### config.mk
export PLATFORM = sky130hd
export DESIGN_NAME = opll_write_sequencer_flat
export DESIGN_NICKNAME = d
export VERILOG_FILES = /design/src/rtl/opll_bus_pkg.sv /design/src/rtl/opll_write_sequencer_if.sv /design/src/rtl/opll_cmd_fifo.sv /design/src/rtl/opll_write_sequencer.sv /design/src/flat_wrapper.sv
export SDC_FILE = /design/constraint.sdc
export NUM_CORES = 1
export LEC_CHECK = 0
export BUFFER_PORTS_ARGS = -buffer_cell sky130_fd_sc_hd__buf_2
export CAP_MARGIN = 20
export CORE_ASPECT_RATIO = 2
export CORE_MARGIN = 5
export CORE_UTILIZATION = 55
export DETAILED_ROUTE_END_ITERATION = 16
export GPL_ROUTABILITY_DRIVEN = 1
export PLACE_DENSITY = 0.74
export SKIP_LAST_GASP = 1
export SLEW_MARGIN = 10
export SYNTH_ARGS = -nofsm -noshare
export SYNTH_HDL_FRONTEND = slang
export SYNTH_SLANG_ARGS = --single-unit
### constraint.sdc
create_clock -name clk -period 3.2 [get_ports clk]
set_input_delay 0.64 -clock clk [delete_from_list [all_inputs] [get_ports clk]]
set_output_delay 0.64 -clock clk [all_outputs]
set_load 0.01 [all_outputs]
### src/rtl/opll_bus_pkg.sv
// Shared types and default timing for the OPLL write sequencer.
// All timing values are counted in phiM (clk) cycles.
package opll_bus_pkg;

    typedef enum logic [2:0] {
        IDLE,
        A_STB,
        A_WAIT,
        D_STB,
        D_WAIT
    } state_e;

    localparam int OPLL_FIFO_DEPTH = 4;
    localparam int OPLL_WR_PULSE   = 4;
    localparam int OPLL_ADDR_WAIT  = 12;
    localparam int OPLL_DATA_WAIT  = 84;

    typedef struct packed {
        logic [7:0] reg_addr;
        logic [7:0] data;
    } opll_cmd_t;

    function automatic int max3(input int a, input int b, input int c);
        int m;
        m = (a > b) ? a : b;
        return (m > c) ? m : c;
    endfunction

endpackage

### src/rtl/opll_write_sequencer_if.sv
// Host request channel plus the OPLL bus pins driven by the sequencer.
// One writer (the sequencer) drives the bus side; the host drives the request side.
interface opll_write_sequencer_if #(
    parameter int FIFO_DEPTH = 4
);
    import opll_bus_pkg::*;

    localparam int LW = $clog2(FIFO_DEPTH) + 1;

    // Handshake: a request transfers on a clk edge where i_req_valid && o_req_ready.
    // o_req_ready is !full and depends only on the registered level; i_flush wins over a push.
    logic          i_req_valid;
    logic          o_req_ready;
    logic [7:0]    i_req_reg;
    logic [7:0]    i_req_data;
    logic          i_flush;
    logic          o_A0;
    logic          o_CS_n;
    logic          o_WR_n;
    logic [7:0]    o_D;
    logic          o_busy;
    logic [LW-1:0] o_level;
    logic          o_done;
    state_e        o_dbg_state;

    modport master (
        output i_req_valid, i_req_reg, i_req_data, i_flush,
        input  o_req_ready, o_A0, o_CS_n, o_WR_n, o_D, o_busy, o_level, o_done, o_dbg_state
    );

    modport slave (
        input  i_req_valid, i_req_reg, i_req_data, i_flush,
        output o_req_ready, o_A0, o_CS_n, o_WR_n, o_D, o_busy, o_level, o_done, o_dbg_state
    );

endinterface

### src/rtl/opll_cmd_fifo.sv
// Command queue: {reg,data} entries, push/pop/flush, level distinguishes full from empty.
// Head entry is presented combinationally on rdata.
module opll_cmd_fifo
    import opll_bus_pkg::*;
#(
    parameter  int DEPTH = 4,
    localparam int AW    = $clog2(DEPTH),
    localparam int LW    = AW + 1
) (
    input  logic          clk,
    input  logic          rst_n,
    input  logic          push,
    input  logic          pop,
    input  logic          flush,
    input  opll_cmd_t     wdata,
    output opll_cmd_t     rdata,
    output logic [LW-1:0] level,
    output logic          full,
    output logic          empty
);

    opll_cmd_t     mem [DEPTH];
    logic [AW-1:0] wr_ptr;
    logic [AW-1:0] rd_ptr;
    logic          do_push;
    logic          do_pop;

    assign full    = (level == LW'(DEPTH));
    assign empty   = (level == '0);
    assign do_push = push && !full && !flush;
    assign do_pop  = pop && !empty && !flush;
    assign rdata   = mem[rd_ptr];

    // Pointers are AW bits wide, so they wrap modulo DEPTH on their own.
    always_ff @(posedge clk or negedge rst_n) begin
        if (!rst_n) begin
            wr_ptr <= '0;
            rd_ptr <= '0;
            level  <= '0;
        end else if (flush) begin
            wr_ptr <= '0;
            rd_ptr <= '0;
            level  <= '0;
        end else begin
            if (do_push) wr_ptr <= wr_ptr + AW'(1);
            if (do_pop)  rd_ptr <= rd_ptr + AW'(1);
            case ({do_push, do_pop})
                2'b10:   level <= level + LW'(1);
                2'b01:   level <= level - LW'(1);
                default: level <= level;
            endcase
        end
    end

    always_ff @(posedge clk) begin
        if (do_push) mem[wr_ptr] <= wdata;
    end

endmodule

### src/rtl/opll_write_sequencer.sv
// Turns queued {reg,data} writes into OPLL address/data strobes with the chip's wait times.
// Bus pins are registered from the current state, so they trail the state register by one edge.
module opll_write_sequencer
    import opll_bus_pkg::*;
#(
    parameter int FIFO_DEPTH = OPLL_FIFO_DEPTH,
    parameter int WR_PULSE   = OPLL_WR_PULSE,
    parameter int ADDR_WAIT  = OPLL_ADDR_WAIT,
    parameter int DATA_WAIT  = OPLL_DATA_WAIT
) (
    input  logic                   clk,
    input  logic                   rst_n,
    opll_write_sequencer_if.slave  bus
);

    localparam int LW = $clog2(FIFO_DEPTH) + 1;
    localparam int CW = $clog2(max3(WR_PULSE, ADDR_WAIT, DATA_WAIT)) + 1;

    state_e        state;
    state_e        state_next;
    logic [CW-1:0] cnt;
    logic [CW-1:0] cnt_next;
    logic          pop;
    opll_cmd_t     head;
    opll_cmd_t     cmd_q;
    logic [LW-1:0] level;
    logic          fifo_full;
    logic          fifo_empty;
    logic          strobe_n_q;
    logic          a0_q;
    logic [7:0]    d_q;
    logic          done_q;

    opll_cmd_fifo #(.DEPTH(FIFO_DEPTH)) u_fifo (
        .clk   (clk),
        .rst_n (rst_n),
        .push  (bus.i_req_valid),
        .pop   (pop),
        .flush (bus.i_flush),
        .wdata ({bus.i_req_reg, bus.i_req_data}),
        .rdata (head),
        .level (level),
        .full  (fifo_full),
        .empty (fifo_empty)
    );

    always_ff @(posedge clk or negedge rst_n) begin
        if (!rst_n) begin
            state <= IDLE;
            cnt   <= '0;
        end else begin
            state <= state_next;
            cnt   <= cnt_next;
        end
    end

    // Single down-counter, reloaded with (duration-1) on every state entry.
    always_comb begin
        state_next = state;
        cnt_next   = cnt;
        pop        = 1'b0;
        case (state)
            IDLE: begin
                if (!fifo_empty && !bus.i_flush) begin
                    pop        = 1'b1;
                    state_next = A_STB;
                    cnt_next   = CW'(WR_PULSE - 1);
                end
            end
            A_STB: begin
                if (cnt == '0) begin
                    state_next = A_WAIT;
                    cnt_next   = CW'(ADDR_WAIT - 1);
                end else cnt_next = cnt - CW'(1);
            end
            A_WAIT: begin
                if (cnt == '0) begin
                    state_next = D_STB;
                    cnt_next   = CW'(WR_PULSE - 1);
                end else cnt_next = cnt - CW'(1);
            end
            D_STB: begin
                if (cnt == '0) begin
                    state_next = D_WAIT;
                    cnt_next   = CW'(DATA_WAIT - 1);
                end else cnt_next = cnt - CW'(1);
            end
            D_WAIT: begin
                if (cnt == '0) state_next = IDLE;
                else           cnt_next   = cnt - CW'(1);
            end
            default: state_next = IDLE;
        endcase
    end

    // A0/D only load while in a strobe state, so they hold through the following wait.
    always_ff @(posedge clk or negedge rst_n) begin
        if (!rst_n) begin
            cmd_q      <= '0;
            strobe_n_q <= 1'b1;
            a0_q       <= 1'b0;
            d_q        <= '0;
            done_q     <= 1'b0;
        end else begin
            if (pop) cmd_q <= head;
            strobe_n_q <= !((state == A_STB) || (state == D_STB));
            done_q     <= (state == D_WAIT) && (cnt == '0);
            if (state == A_STB) begin
                a0_q <= 1'b0;
                d_q  <= cmd_q.reg_addr;
            end else if (state == D_STB) begin
                a0_q <= 1'b1;
                d_q  <= cmd_q.data;
            end
        end
    end

    assign bus.o_req_ready = !fifo_full;
    assign bus.o_level     = level;
    assign bus.o_busy      = (state != IDLE) || !fifo_empty;
    assign bus.o_CS_n      = strobe_n_q;
    assign bus.o_WR_n      = strobe_n_q;
    assign bus.o_A0        = a0_q;
    assign bus.o_D         = d_q;
    assign bus.o_done      = done_q;
    assign bus.o_dbg_state = state;

endmodule

### src/flat_wrapper.sv
// flat-port wrapper written by rule: the top's interface ports become plain ports
module opll_write_sequencer_flat import opll_bus_pkg::*;
#(
    parameter int FIFO_DEPTH = OPLL_FIFO_DEPTH,
    parameter int WR_PULSE   = OPLL_WR_PULSE,
    parameter int ADDR_WAIT  = OPLL_ADDR_WAIT,
    parameter int DATA_WAIT  = OPLL_DATA_WAIT
)
  (clk, rst_n, bus_i_req_valid, bus_i_req_reg, bus_i_req_data, bus_i_flush, bus_o_req_ready, bus_o_A0, bus_o_CS_n, bus_o_WR_n, bus_o_D, bus_o_busy, bus_o_level, bus_o_done, bus_o_dbg_state);
  opll_write_sequencer_if #(.FIFO_DEPTH(FIFO_DEPTH)) bus_i ();
  input  logic clk;
  input  logic rst_n;
  input wire logic [$bits(bus_i.i_req_valid)-1:0] bus_i_req_valid;
  input wire logic [$bits(bus_i.i_req_reg)-1:0] bus_i_req_reg;
  input wire logic [$bits(bus_i.i_req_data)-1:0] bus_i_req_data;
  input wire logic [$bits(bus_i.i_flush)-1:0] bus_i_flush;
  output wire logic [$bits(bus_i.o_req_ready)-1:0] bus_o_req_ready;
  output wire logic [$bits(bus_i.o_A0)-1:0] bus_o_A0;
  output wire logic [$bits(bus_i.o_CS_n)-1:0] bus_o_CS_n;
  output wire logic [$bits(bus_i.o_WR_n)-1:0] bus_o_WR_n;
  output wire logic [$bits(bus_i.o_D)-1:0] bus_o_D;
  output wire logic [$bits(bus_i.o_busy)-1:0] bus_o_busy;
  output wire logic [$bits(bus_i.o_level)-1:0] bus_o_level;
  output wire logic [$bits(bus_i.o_done)-1:0] bus_o_done;
  output wire logic [$bits(bus_i.o_dbg_state)-1:0] bus_o_dbg_state;
  assign bus_i.i_req_valid = bus_i_req_valid;
  assign bus_i.i_req_reg = bus_i_req_reg;
  assign bus_i.i_req_data = bus_i_req_data;
  assign bus_i.i_flush = bus_i_flush;
  assign bus_o_req_ready = bus_i.o_req_ready;
  assign bus_o_A0 = bus_i.o_A0;
  assign bus_o_CS_n = bus_i.o_CS_n;
  assign bus_o_WR_n = bus_i.o_WR_n;
  assign bus_o_D = bus_i.o_D;
  assign bus_o_busy = bus_i.o_busy;
  assign bus_o_level = bus_i.o_level;
  assign bus_o_done = bus_i.o_done;
  assign bus_o_dbg_state = bus_i.o_dbg_state;
  opll_write_sequencer #(.FIFO_DEPTH(FIFO_DEPTH), .WR_PULSE(WR_PULSE), .ADDR_WAIT(ADDR_WAIT), .DATA_WAIT(DATA_WAIT)) u_core (.clk(clk), .rst_n(rst_n), .bus(bus_i));
endmodule
Yosys cells after proc, flatten, opt, wreduce, memory -nomap -nowiden:

Memory sizes are Yosys's and may differ from the RTL's. A register that Yosys moved wholly into a read port is not among the register bits.
Index checks and enable logic that the tools add are counted.
Widths: inputs -> output; s select.

* bits of input ports: 20
* flip-flop bits (word level): 29
* memories kept: 1
* logic and storage cells: 78
* RAM bits: 64
* output and inout port bits: 20

Memories
* u_core.u_fifo.mem: depth 4, width 16, rd ports 1, clocked after Yosys merged registers in 1, write ports 1, RTL line opll_cmd_fifo.sv:22 `opll_cmd_t mem [DEPTH];`

* reductions and logical operators: 24
* add/subtract/negate cells: 5
* equal/unequal tests: 13
* mux-type cells: 26

Operators with widths (number)
* $mux 8: 7
* $pmux 8 s5: 1
* $mux 3: 6
* $pmux 3 s5: 1
* $ne 2x1->1 const B: 5
* $logic_not 8->1: 1
* $mux 2: 4
* $sub 8x1->8 const B: 1
* $eq 3x2->1 const B: 2
* $eq 3x3->1 const B: 2
* $logic_and 1x1->1: 6
* $logic_not 3->1: 2
* $mux 1: 6
* $pmux 3 s2: 1
* $reduce_bool 2->1: 3
* $reduce_bool 3->1: 2
* $logic_not 1->1: 5
* $reduce_and 5->1: 1
* $reduce_bool 5->1: 1
* $add 2x1->2 const B: 2
* $add 3x1->3 const B: 1
* $eq 3x1->1 const B: 1
* $reduce_and 3->1: 1
* $sub 3x1->3 const B: 1
* 4 further kinds: 5

Logic depth before layout (Yosys ltp):

Gate-level depths: netlist of the first run.

* depth after elaboration: 10
* mapped depth: 9
* gate-level depth less buffers: 7

Modules after synthesis:

Synthesis of the first run repeated with hierarchy kept, for this count alone.

* cell total of the unflattened synthesis: 339
* area, all modules: 4631.9 µm²

By module, submodules not included
* opll_cmd_fifo: cells an instance 150, sequential area each 2097.0 µm², area each 2862.7 µm², times used 1
* opll_write_sequencer: cells an instance 189, sequential area each 952.2 µm², area each 1769.2 µm², times used 1

Worst setup path before layout of the first run:

Ideal clock, no wire load.

* kind: flip-flop to flip-flop
* start point: register u_core.u_fifo.level[1]
* end point: register u_core.u_fifo.level[2]
* buffers on the path: 1
* setup time: 0.082 ns
* clock period less this slack: 2.721 ns
* setup slack: 0.479 ns
* arrival time: 2.639 ns
* cell stages (with the launch flop): 9
* required time: 3.118 ns
* cells stage by stage: dfrtp_1 -> nor3_1 -> nor3_4 -> buf_6 -> and2_1 -> fa_1 -> or4_1 -> a21o_1 -> a31oi_1

* cells in the longest elaborated chain, start to end: 10
* elaborated cells between the ends (all ways): 18
* those cells by class: add/sub (2); eq/ne (3); mux (4); reduce/logical (9)

RTL lines
* from (decl): RTL line opll_cmd_fifo.sv:17 `output logic [LW-1:0] level,`
* from (signal assigned): RTL line opll_cmd_fifo.sv:48 `2'b10: level <= level + LW'(1);`
* from (signal assigned): RTL line opll_cmd_fifo.sv:49 `2'b01: level <= level - LW'(1);`
* from (signal assigned): RTL line opll_cmd_fifo.sv:50 `default: level <= level;`
* $logic_not 3->1: RTL line opll_cmd_fifo.sv:29 `assign empty = (level == '0);`
* $logic_not 1->1: RTL line opll_cmd_fifo.sv:31, opll_write_sequencer.sv:64
* $logic_and 1x1->1: RTL line opll_write_sequencer.sv:64 `if (!fifo_empty && !bus.i_flush) begin`
* $mux 1: RTL line opll_write_sequencer.sv:64
* $mux 1: RTL line opll_write_sequencer.sv:62 `case (state)`
* $logic_and 1x1->1 (2 in series): RTL line opll_cmd_fifo.sv:31 `assign do_pop = pop && !empty && !flush;`
* $eq 2x1->1 / $eq 2x2->1 (equally long branches): RTL line opll_cmd_fifo.sv:47 `case ({do_push, do_pop})`
* $pmux 3 s2: RTL line opll_cmd_fifo.sv:47
* $mux 3: RTL line opll_cmd_fifo.sv:40 `end else if (flush) begin`

Several ways; a longest one is shown, not always the timed one.
A chain may end at the register's enable or synchronous reset.

Final worst setup path of the first run:

Ends and elaborated chain as after synthesis.

==> results of run 1 <==
-- worst max path at each step --
stage,start,endpoint,slack [ns]
finish,u_core.u_fifo.level[1]$_DFFE_PN0P_,u_core.u_fifo.level[2]$_DFFE_PN0P_,0.48
detailed placement,u_core.u_fifo.level[1]$_DFFE_PN0P_,u_core.u_fifo.level[2]$_DFFE_PN0P_,0.53
global placement,u_core.u_fifo.level[1]$_DFFE_PN0P_,u_core.u_fifo.level[2]$_DFFE_PN0P_,0.62
global route,u_core.u_fifo.level[1]$_DFFE_PN0P_,u_core.u_fifo.level[2]$_DFFE_PN0P_,0.28
floorplan,u_core.u_fifo.level[1]$_DFFE_PN0P_,u_core.u_fifo.level[2]$_DFFE_PN0P_,0.48
CTS,u_core.u_fifo.level[1]$_DFFE_PN0P_,u_core.u_fifo.level[2]$_DFFE_PN0P_,0.51
-- flip-flops by register name (all words and copies together), names as in the netlist --
| signal | count |
|---|---|
| u_core.bus.o_A0 | 1 |
| u_core.bus.o_dbg_state | 3 |
| u_core.u_fifo.wr_ptr | 2 |
| u_core.bus.o_D | 8 |
| u_core.cnt | 8 |
| u_core.cmd_q | 16 |
| u_core.u_fifo.rd_ptr | 2 |
| u_core.bus.o_done | 1 |
| u_core.u_fifo.mem | 64 |
| u_core.u_fifo.level | 3 |
| u_core.bus.o_CS_n | 1 |
-- layout by cell type, fill, tap and decap left out, types with 3 or more instances in the layout --
cell type and instances:
edfxtp_1 64, dfrtp_1 43, buf_2 39, nand2_1 21, mux4_2 16, mux2_2 16, o21ai_0 14, nor2_1 13
mux2i_1 10, clkbuf_16 9, inv_1 7, nand3_1 7, and2_1 6, ha_1 6, buf_4 6, a21oi_1 5
xnor2_1 4, a22o_1 4, or3_1 3, a22oi_1 3, xor2_1 3
-- final cells by class --
cell class / instances / share of cell area
sequential: 109 / 0.5814
multi-input combinational: 172 / 0.2881
timing repair buffer: 46 / 0.04961
clock buffer: 9 / 0.04293
tap: 98 / 0.02337
clock inverter: 7 / 0.009540
inverter: 7 / 0.005008
-- power breakdown --
group	internal, uW	switching, uW	total (uW)
registers	1520	11.1	1530
clock network	530	488	1020
logic	35.4	58.7	94.1
-- cells by family (layout without fill, tap and decap cells) --
family	count (synthesis)	in the layout	synth area share
buf+inv	21	69	0.02174
simple gates	70	70	0.08508
compound gates	46	46	0.06817
flops	109	109	0.6541
fa+ha+maj	7	7	0.02040
mux	42	42	0.1374
xor+xnor	7	7	0.01315
-- metrics by stage --
stage	instances	cell area, um2	hold WS, ns	power [uW]	util
4_1_cts	447	5225	0.4814	2669	0.6301
2_1_floorplan	302	4662	0.3444	1602	-
5_1_grt	448	5246	0.1538	2739	0.6327
6_report	448	5246	0.1476	2642	0.6327
3_5_place_dp	431	4950	0.4655	1654	0.5970
3_3_place_gp	431	4950	0.4591	1646	0.5970
-- worst max-delay path: cells and delay by family, from the launching register on --
kind / cells / cell delay (ns)
AO/OA/AOI/OAI: 2 / 0.35
AND/OR/NAND/NOR: 4 / 1.41
flip-flops: 1 / 0.48
adder cells (fa/ha/maj): 1 / 0.41
-- routing by layer --
layer | part of all wire | vias to the layer above
li1 | - | 1233
met1 | 0.38 | 1321
met2 | 0.56 | 52
met3 | 0.037 | 13
met4 | 0.020 | 0
met5 | 0 | -
==> impl_metrics.env, run 1 <==
export IMPL_status="complete, no violations"
export IMPL_r2r_end="u_core.u_fifo.level[2]$_DFFE_PN0P_"
export IMPL_grt_overflow_total=0
export IMPL_cts_hold_buf=0
export IMPL_place_hpwl_mm=5.933
export IMPL_vias_per_cell=5.846
export IMPL_grt_pass1_vias=2734
export IMPL_num_rows=47
export IMPL_h_tree_depth=3
export IMPL_r2r_cells=7
export IMPL_synthArstFlopShare=0.4128
export IMPL_first_pass_iters=4
export IMPL_fin_skew_ns=0.01037
export IMPL_io_buffers=39
export IMPL_cts_tree="done"
export IMPL_dp_slack_ns=0.5314
export IMPL_die_w_um=75.10
export IMPL_syn2layout_area_growth_pct=12.53
export IMPL_cts_made_buffers=9
export IMPL_totalWireLength_mm=8.272
export IMPL_synth_edf_count=64
export IMPL_clock_latency_ns=0.34
export IMPL_fin_nets=372
export IMPL_worstMarginPinSlew_ns=0.8754
export IMPL_fp_coreArea_mm2=0.008292
export IMPL_synthCells=302
export IMPL_use_met1=0.2138
export IMPL_crit_type="register to register"
export IMPL_ff2ff_setup_slack_ns=0.48
export IMPL_crit_fanout=10
export IMPL_track_usage=0.1757
export IMPL_antenna_found_initial=0
export IMPL_maxSlewHeadroom=0.4164
export IMPL_drv_slew=0
export IMPL_yosys_cell_count_top_type="edfxtp_1"
export IMPL_synth_main_ff_cell="edfxtp_1"
export IMPL_io_pins=40
export IMPL_synth_seq_cells=109
export IMPL_synth_fp_nets=329
export IMPL_seq_area_frac_synth=0.6541
export IMPL_powerDensity_mw_per_mm2=503.7
export IMPL_dieArea_mm2=0.01053
export IMPL_multi_input_area_mm2=0.001511
export IMPL_cap_viol_max_count=0
export IMPL_min_period_over_period=0.8504
export IMPL_grt_pass1_wl_mm=13.84
export IMPL_setup_worst_path_end_class="register"
export IMPL_synth_cell_types=54
export IMPL_hold_viol=0
export IMPL_post_cts_resized=0
export IMPL_path_cells="nor3_1 > nor3_4 > and2_1 > fa_1 > or4_1 > a21o_1 > a31oi_1"
export IMPL_peakVddDrop_mv=0.4536
export IMPL_syn_area_per_cell_um2=15.44
export IMPL_ant_nets=0
export IMPL_cts_root_buf="clkbuf_16"
export IMPL_synthTopCellsByArea="edfxtp_1, dfrtp_1, mux4_2"
export IMPL_gp_congestion=0.9239
export IMPL_critical_path_slowest_cell="nor3_1"
export IMPL_grt_start_max_net_pins=46
export IMPL_clockBufferDepth=2
export IMPL_finalSetupViolations=0
export IMPL_die_y_um=140.2
export IMPL_syn_cell_area_mm2=0.004662
export IMPL_antennaDiodeCount=0
export IMPL_gr_usage_met3=0.03372
export IMPL_wire_per_inst_um=18.46
export IMPL_worst_slack_ns=0.4787
export IMPL_drtIter0Drc=116
export IMPL_p_leak_uw=0.002032
export IMPL_finalSetupTns_ns=0
export IMPL_hold_class="input pin to asynchronous set/reset pin"
export IMPL_dr_total_vias=2619
export IMPL_ys_warn_count=0
export IMPL_yosysTopAreaCell="edfxtp_1"
export IMPL_slowest_delay_ns=0.64
export IMPL_clk_pin_slew_worst_paths_ns=0.07
export IMPL_cts_setup_buffers=0
export IMPL_clkSinkCount=109
export IMPL_synth_top_cell_area_share=0.4122
export IMPL_use_met2=0.2971
export IMPL_drive_gt1_frac=0.3029
export IMPL_finalCriticalPeriod_ns=2.721
export IMPL_seq_area_mm2=0.003050
export IMPL_synthTopCellsByCount="edfxtp_1, dfrtp_1, nand2_1"
export IMPL_initial_core_util=0.5622
export IMPL_reg2reg_from="u_core.u_fifo.level[1]$_DFFE_PN0P_"
export IMPL_timing_fmax_mhz=367.5
export IMPL_fillers=601
export IMPL_cp_arrival_ns=2.99
export IMPL_cp_required_ns=3.47
export IMPL_busiest_layer="met2"
export IMPL_cp_start_kind="register"
export IMPL_rsz0062_at_grt="no"
export IMPL_drcViolationCount=0
No activity file was read; power rests on OpenSTA's default activity.
==> run 2, diff against run 1 <==
- CORE_UTILIZATION: 55 -> 53
- PLACE_DENSITY: 0.74 -> 0.75
- clock period: 3.2 -> 2.4 ns (I/O delays scaled with it)
==> impl_metrics.env, run 2 (same netlist as run 1, synthesis figures left out) <==
export IMPL_first_pass_iters=6
export IMPL_clockBufferDepth=2
export IMPL_layout_common_cells="edfxtp_1, dfrtp_1, buf_2, nand2_1, buf_4"
export IMPL_drv_slew=0
export IMPL_p_leak_uw=0.002120
export IMPL_rsz0062_at_grt="no"
export IMPL_num_rows=48
export IMPL_setup_worst_path_end_class="register"
export IMPL_drive_gt1_frac=0.3352
export IMPL_grt_pass1_wl_mm=14.33
export IMPL_cp_required_ns=2.66
export IMPL_initial_core_util=0.5391
export IMPL_finalInstanceArea_mm2=0.005391
export IMPL_post_cts_resized=0
export IMPL_dr_total_vias=2702
export IMPL_hold_class="input pin to asynchronous set/reset pin"
export IMPL_totalWireLength_mm=8.387
export IMPL_pwr_share_seq=0.561
export IMPL_fin_util=0.6234
export IMPL_clk_pin_slew_worst_paths_ns=0.07
export IMPL_io_pins=40
export IMPL_fp_coreArea_mm2=0.008648
export IMPL_die_w_um=76.32
export IMPL_maxSlewHeadroom=0.6587
export IMPL_worstMarginPinSlew_ns=0.5120
export IMPL_vias_per_cell=5.823
export IMPL_powerDensity_mw_per_mm2=673.6
export IMPL_io_buffers=39
export IMPL_finalCriticalPeriod_ns=2.279
export IMPL_regMostFlops="u_core.u_fifo.mem"
export IMPL_cp_start_kind="register"
export IMPL_wire_per_inst_um=18.08
export IMPL_place_hpwl_mm=6.041
export IMPL_crit_type="register to register"
export IMPL_cap_viol_max_count=0
export IMPL_cts_setup_buffers=0
export IMPL_drcViolationCount=0
export IMPL_cts_tree="done"
export IMPL_min_period_over_period=0.9496
export IMPL_use_met2=0.2979
export IMPL_busiest_layer="met2"
export IMPL_clock_latency_ns=0.34
export IMPL_cp_arrival_ns=2.54
export IMPL_antenna_found_initial=0
export IMPL_gp_congestion=0.9526
export IMPL_net_switching_power_uw=731.7
export IMPL_grt_overflow_total=0
export IMPL_ant_nets=0
export IMPL_peakVddDrop_mv=0.5434
export IMPL_grt_pass1_vias=2922
export IMPL_cts_root_buf="clkbuf_16"
export IMPL_largest_reg_flops=64
export IMPL_p_comb_frac=0.039
export IMPL_grt_start_max_net_pins=19
export IMPL_dieArea_mm2=0.01089
export IMPL_cts_hold_buf=0
export IMPL_antennaDiodeCount=0
export IMPL_h_tree_depth=3
export IMPL_fin_nets=386
export IMPL_gr_usage_met3=0.03851
export IMPL_use_met1=0.1900
export IMPL_reg_top3="u_core.u_fifo.mem (64), u_core.cmd_q (16)"
export IMPL_hold_viol=0
export IMPL_final_common_cell="edfxtp_1"
export IMPL_intPower_uw=2900
export IMPL_placed_area_mm2=0.005092
export IMPL_finalSetupViolations=0
export IMPL_fin_skew_ns=0.004643
export IMPL_timing_fmax_mhz=438.8
export IMPL_swShare=0.2015
export IMPL_die_y_um=142.6
export IMPL_p_clk_frac=0.400
export IMPL_crit_fanout=4
export IMPL_clkSinkCount=109
export IMPL_status="complete, no violations"
export IMPL_cts_made_buffers=9
export IMPL_syn2layout_area_growth_pct=15.65
export IMPL_drtIter0Drc=98
export IMPL_track_usage=0.1682
[run 2: power by group through the flow]
| stage | Sequential, uW | Combinational (uW) | Clock, uW |
|---|---|---|---|
| after CTS | 2040 | 144 | 1490 |
| after detailed placement | 2080 | 143 | 0 |
| after floorplan | 2080 | 60.2 | 0 |
| final | 2040 | 141 | 1450 |
| after global routing | 2040 | 158 | 1570 |
| after global placement | 2070 | 137 | 0 |
[run 2: through the flow]
stage / instances / TNS, ns / setup slack (ns) / power (uW) / hold WS [ns]
finish: 464 / 0 / 0.1210 / 3632 / 0.05010
global route: 464 / 0 / 0.05747 / 3762 / 0.06849
CTS: 464 / 0 / 0.1089 / 3676 / 0.04490
detailed placement: 448 / 0 / 0.07753 / 2221 / 0.4148
global placement: 448 / 0 / 0.1644 / 2211 / 0.4114
floorplan: 302 / -0.1199 / -0.06409 / 2138 / 0.1844
[run 2: worst paths after layout]
check | from | to | slack (ns) | depth (start not counted)
worst min register to register | u_core.bus.o_A0$_DFFE_PN0N_ | u_core.bus.o_A0$_DFFE_PN0N_ | 0.49 | 2
worst max-delay path | u_core.u_fifo.level[2]$_DFFE_PN0P_ | u_core.u_fifo.level[2]$_DFFE_PN0P_ | 0.12 | 7
worst max register to register | u_core.u_fifo.level[2]$_DFFE_PN0P_ | u_core.u_fifo.level[2]$_DFFE_PN0P_ | 0.12 | 7
min in group clk | bus_i_req_reg[2] | u_core.u_fifo.mem[2][10]$_DFFE_PP_ | 0.35 | 1
worst min-delay path | rst_n | u_core.cmd_q[10]$_DFFE_PN0N_ | 0.05 | 1
max in group asynchronous | rst_n | u_core.bus.o_CS_n$_DFF_PN1_ | 1.72 | 2
[run 2: worst max-delay path, stage by stage (launching register included)]
cell,delay [ns]
dfrtp_1,0.42
or3b_2,0.24
nand2_1,0.08
and2_4,0.17
fa_1,0.42
or4_1,0.54
a21o_1,0.19
a31oi_1,0.15
[run 2: layout make-up]
cell class | count | area (um2)
inverters | 7 | 26.28
clock buffers | 10 | 229.0
well taps | 100 | 125.1
repair buffers | 60 | 365.4
multi-input cells | 172 | 1525
flip-flops and latches | 109 | 3050
fillers | 654 | 3257
clock inverters | 6 | 70.07
[run 2: metal layers]
metal,part of all wire,wire [um],vias up
li1,-,-,1267
met3,0.038,321,13
met2,0.56,4710,57
met4,0.017,140,0
met5,0,0,-
met1,0.38,3215,1365
==> run 3, diff against run 2 <==
- PLACE_DENSITY: 0.75 -> 0.85
- SYNTH_HIERARCHICAL: default -> 1
==> impl_metrics.env, run 3 <==
export IMPL_largest_reg_flops=64
export IMPL_finalCriticalPeriod_ns=2.251
export IMPL_yosys_cell_count_top_type="nand2_1"
export IMPL_dr_total_vias=2823
export IMPL_track_usage=0.1732
export IMPL_vias_per_cell=5.761
export IMPL_setup_worst_path_end_class="register"
export IMPL_drv_slew=0
export IMPL_synth_top_cell_area_share=0.4149
export IMPL_die_w_um=76.11
export IMPL_wire_per_inst_um=18.15
export IMPL_synth_mux_area_frac=0.09941
export IMPL_grt_pass1_wl_mm=14.76
export IMPL_powerDensity_mw_per_mm2=672.3
export IMPL_crit_fanout=10
export IMPL_cp_arrival_ns=2.48
export IMPL_antennaDiodeCount=0
export IMPL_syn_area_per_cell_um2=13.66
export IMPL_grt_pass1_vias=3014
export IMPL_h_tree_depth=3
export IMPL_cts_tree="done"
export IMPL_die_y_um=142.2
export IMPL_clkSinkCount=109
export IMPL_cap_viol_max_count=0
export IMPL_synth_fp_nets=365
export IMPL_totalWireLength_mm=8.893
export IMPL_num_rows=48
export IMPL_drcViolationCount=0
export IMPL_reg_top3="u_core/u_fifo/mem (64), u_core/cmd_q (16)"
export IMPL_final_common_cell="nand2_1"
export IMPL_fin_nets=411
export IMPL_io_pins=40
export IMPL_synth_adder_area_share=0.01783
export IMPL_synth_seq_cells=109
export IMPL_rsz0062_at_grt="no"
export IMPL_cts_hold_buf=0
export IMPL_worstMarginPinSlew_ns=0.7568
export IMPL_dp_slack_ns=0.08840
export IMPL_dieArea_mm2=0.01082
export IMPL_crit_type="register to register"
export IMPL_synthTopCellsByArea="edfxtp_1, dfrtp_1, mux4_2"
export IMPL_status="complete, no violations"
export IMPL_drtIter0Drc=190
export IMPL_drive_gt1_frac=0.2667
export IMPL_ant_nets=0
export IMPL_synth_top_family_by_area="simple AND/OR/NAND/NOR gates"
export IMPL_antenna_found_initial=0
export IMPL_worst_slack_ns=0.1493
export IMPL_synthTopCellsByCount="nand2_1, edfxtp_1, dfrtp_1"
export IMPL_ys_warn_count=6
export IMPL_io_buffers=39
export IMPL_cts_made_buffers=9
export IMPL_fin_skew_ns=0.008972
export IMPL_first_pass_iters=4
export IMPL_fp_coreArea_mm2=0.008588
export IMPL_cp_start_kind="register"
export IMPL_synthArstFlopShare=0.4128
export IMPL_cts_setup_buffers=0
export IMPL_post_cts_resized=0
export IMPL_place_hpwl_mm=6.201
export IMPL_synth_xor_area_share=0.009454
export IMPL_min_period_over_period=0.9378
export IMPL_hold_viol=0
export IMPL_layout_common_cells="nand2_1, edfxtp_1, dfrtp_1, buf_2, o21ai_0"
export IMPL_synth_edf_count=64
export IMPL_instances_no_fill=490
export IMPL_synthCells=339
export IMPL_grt_start_max_net_pins=26
export IMPL_cts_root_buf="clkbuf_16"
export IMPL_peakVddDrop_mv=0.7061
export IMPL_grt_overflow_total=0
export IMPL_initial_core_util=0.5393
export IMPL_yosys_area_share_simple=0.1108
export IMPL_finalSetupTns_ns=0
export IMPL_syn2layout_area_growth_pct=14.24
export IMPL_seq_area_frac_synth=0.6583
export IMPL_synth_compound_area_frac=0.07320
export IMPL_finalSetupViolations=0
export IMPL_cp_required_ns=2.63
export IMPL_p_leak_uw=0.002070
export IMPL_placed_cells=473
export IMPL_clock_latency_ns=0.34
export IMPL_regMostFlops="u_core/u_fifo/mem"
export IMPL_gp_congestion=0.9265
export IMPL_timing_fmax_mhz=444.3
export IMPL_synth_main_ff_cell="edfxtp_1"
export IMPL_synth_cell_types=55
export IMPL_maxSlewHeadroom=0.4955
export IMPL_clk_pin_slew_worst_paths_ns=0.07
export IMPL_hold_class="input pin to asynchronous set/reset pin"
export IMPL_yosysTopAreaCell="edfxtp_1"
export IMPL_syn_cell_area_mm2=0.004632
export IMPL_clockBufferDepth=2
[run 3: changes by cell type after synthesis, moves of 4 or more]
cell     previous run  this run
o21ai_0            14        25
a22o_1              4         0
nand2_1            21        68
mux2_2             16         0
nor2_1             13        19
a21oi_1             5         1
nand3_1             7         1
[run 3: worst paths after layout]
| check | startpoint | to | slack [ns] | depth (start not counted) |
|---|---|---|---|---|
| max | u_core/u_fifo/level[1]$_DFFE_PN0P_ | u_core/u_fifo/level[2]$_DFFE_PN0P_ | 0.15 | 11 |
| min | rst_n | u_core/bus.o_D[7]$_DFFE_PN0N_ | 0.07 | 1 |
| max reg2reg | u_core/u_fifo/level[1]$_DFFE_PN0P_ | u_core/u_fifo/level[2]$_DFFE_PN0P_ | 0.15 | 11 |
| min reg2reg | u_core/bus.o_D[7]$_DFFE_PN0N_ | u_core/bus.o_D[7]$_DFFE_PN0N_ | 0.48 | 2 |
| max in group asynchronous | rst_n | u_core/u_fifo/level[0]$_DFFE_PN0P_ | 1.77 | 2 |
| min in group clk | bus_i_req_reg[3] | u_core/u_fifo/mem[3][11]$_DFFE_PP_ | 0.35 | 1 |
[run 3: kinds of logic (layout without fill, tap and decap cells)]
kind of cell	after synthesis	after routing
adder cells (fa/ha/maj)	6	6
AND/OR/NAND/NOR	114	114
buffers and inverters	28	79
multiplexers	26	26
AO/OA/AOI/OAI	51	51
flip-flops	109	109
XOR/XNOR	5	5
[run 3: metrics by stage]
stage          cell area (um2)  hold slack [ns]  power (uW)    util
5_1_grt                   5291           0.1070        3667  0.6161
3_5_place_dp              5014           0.4491        2251  0.5838
6_report                  5291          0.07388        3557  0.6161
4_1_cts                   5284          0.07543        3590  0.6152
2_1_floorplan             4710           0.1844        2175       -
3_3_place_gp              5014           0.4494        2237  0.5838
[run 3: per-layer routing]
metal	share of wire	wire length, um	track usage
met1	0.36	3234	0.1900
met2	0.57	5055	0.3151
met3	0.043	381	0.02852
met4	0.025	222	0.09401
met5	0	0	0
[run 3: worst max-delay path, cell delays in order (launching register included)]
cell,delay [ns]
dfrtp_2,0.49
nor3_4,0.25
nor2_2,0.09
nand2_2,0.10
clkinv_4,0.05
o21ai_2,0.07
a211oi_2,0.07
fa_2,0.41
nand2b_4,0.16
xnor2_1,0.15
nor2_1,0.08
a2111oi_2,0.22
[run 3: report_power, final]
part	internal [uW]	total, uW	switching [uW]
clock	725	1340	620
sequential	2030	2050	19.7
combinational	65.7	164	97.9
total	2820	3560	737
[run 3: cell type report]
| class | count | area (um2) |
|---|---|---|
| clock buffers | 11 | 242.7 |
| clock inverters | 5 | 27.53 |
| fillers | 667 | 3297 |
| inverters | 9 | 38.79 |
| multi-input cells | 202 | 1485 |
| flip-flops and latches | 109 | 3052 |
| well taps | 100 | 125.1 |
| repair buffers | 54 | 320.3 |
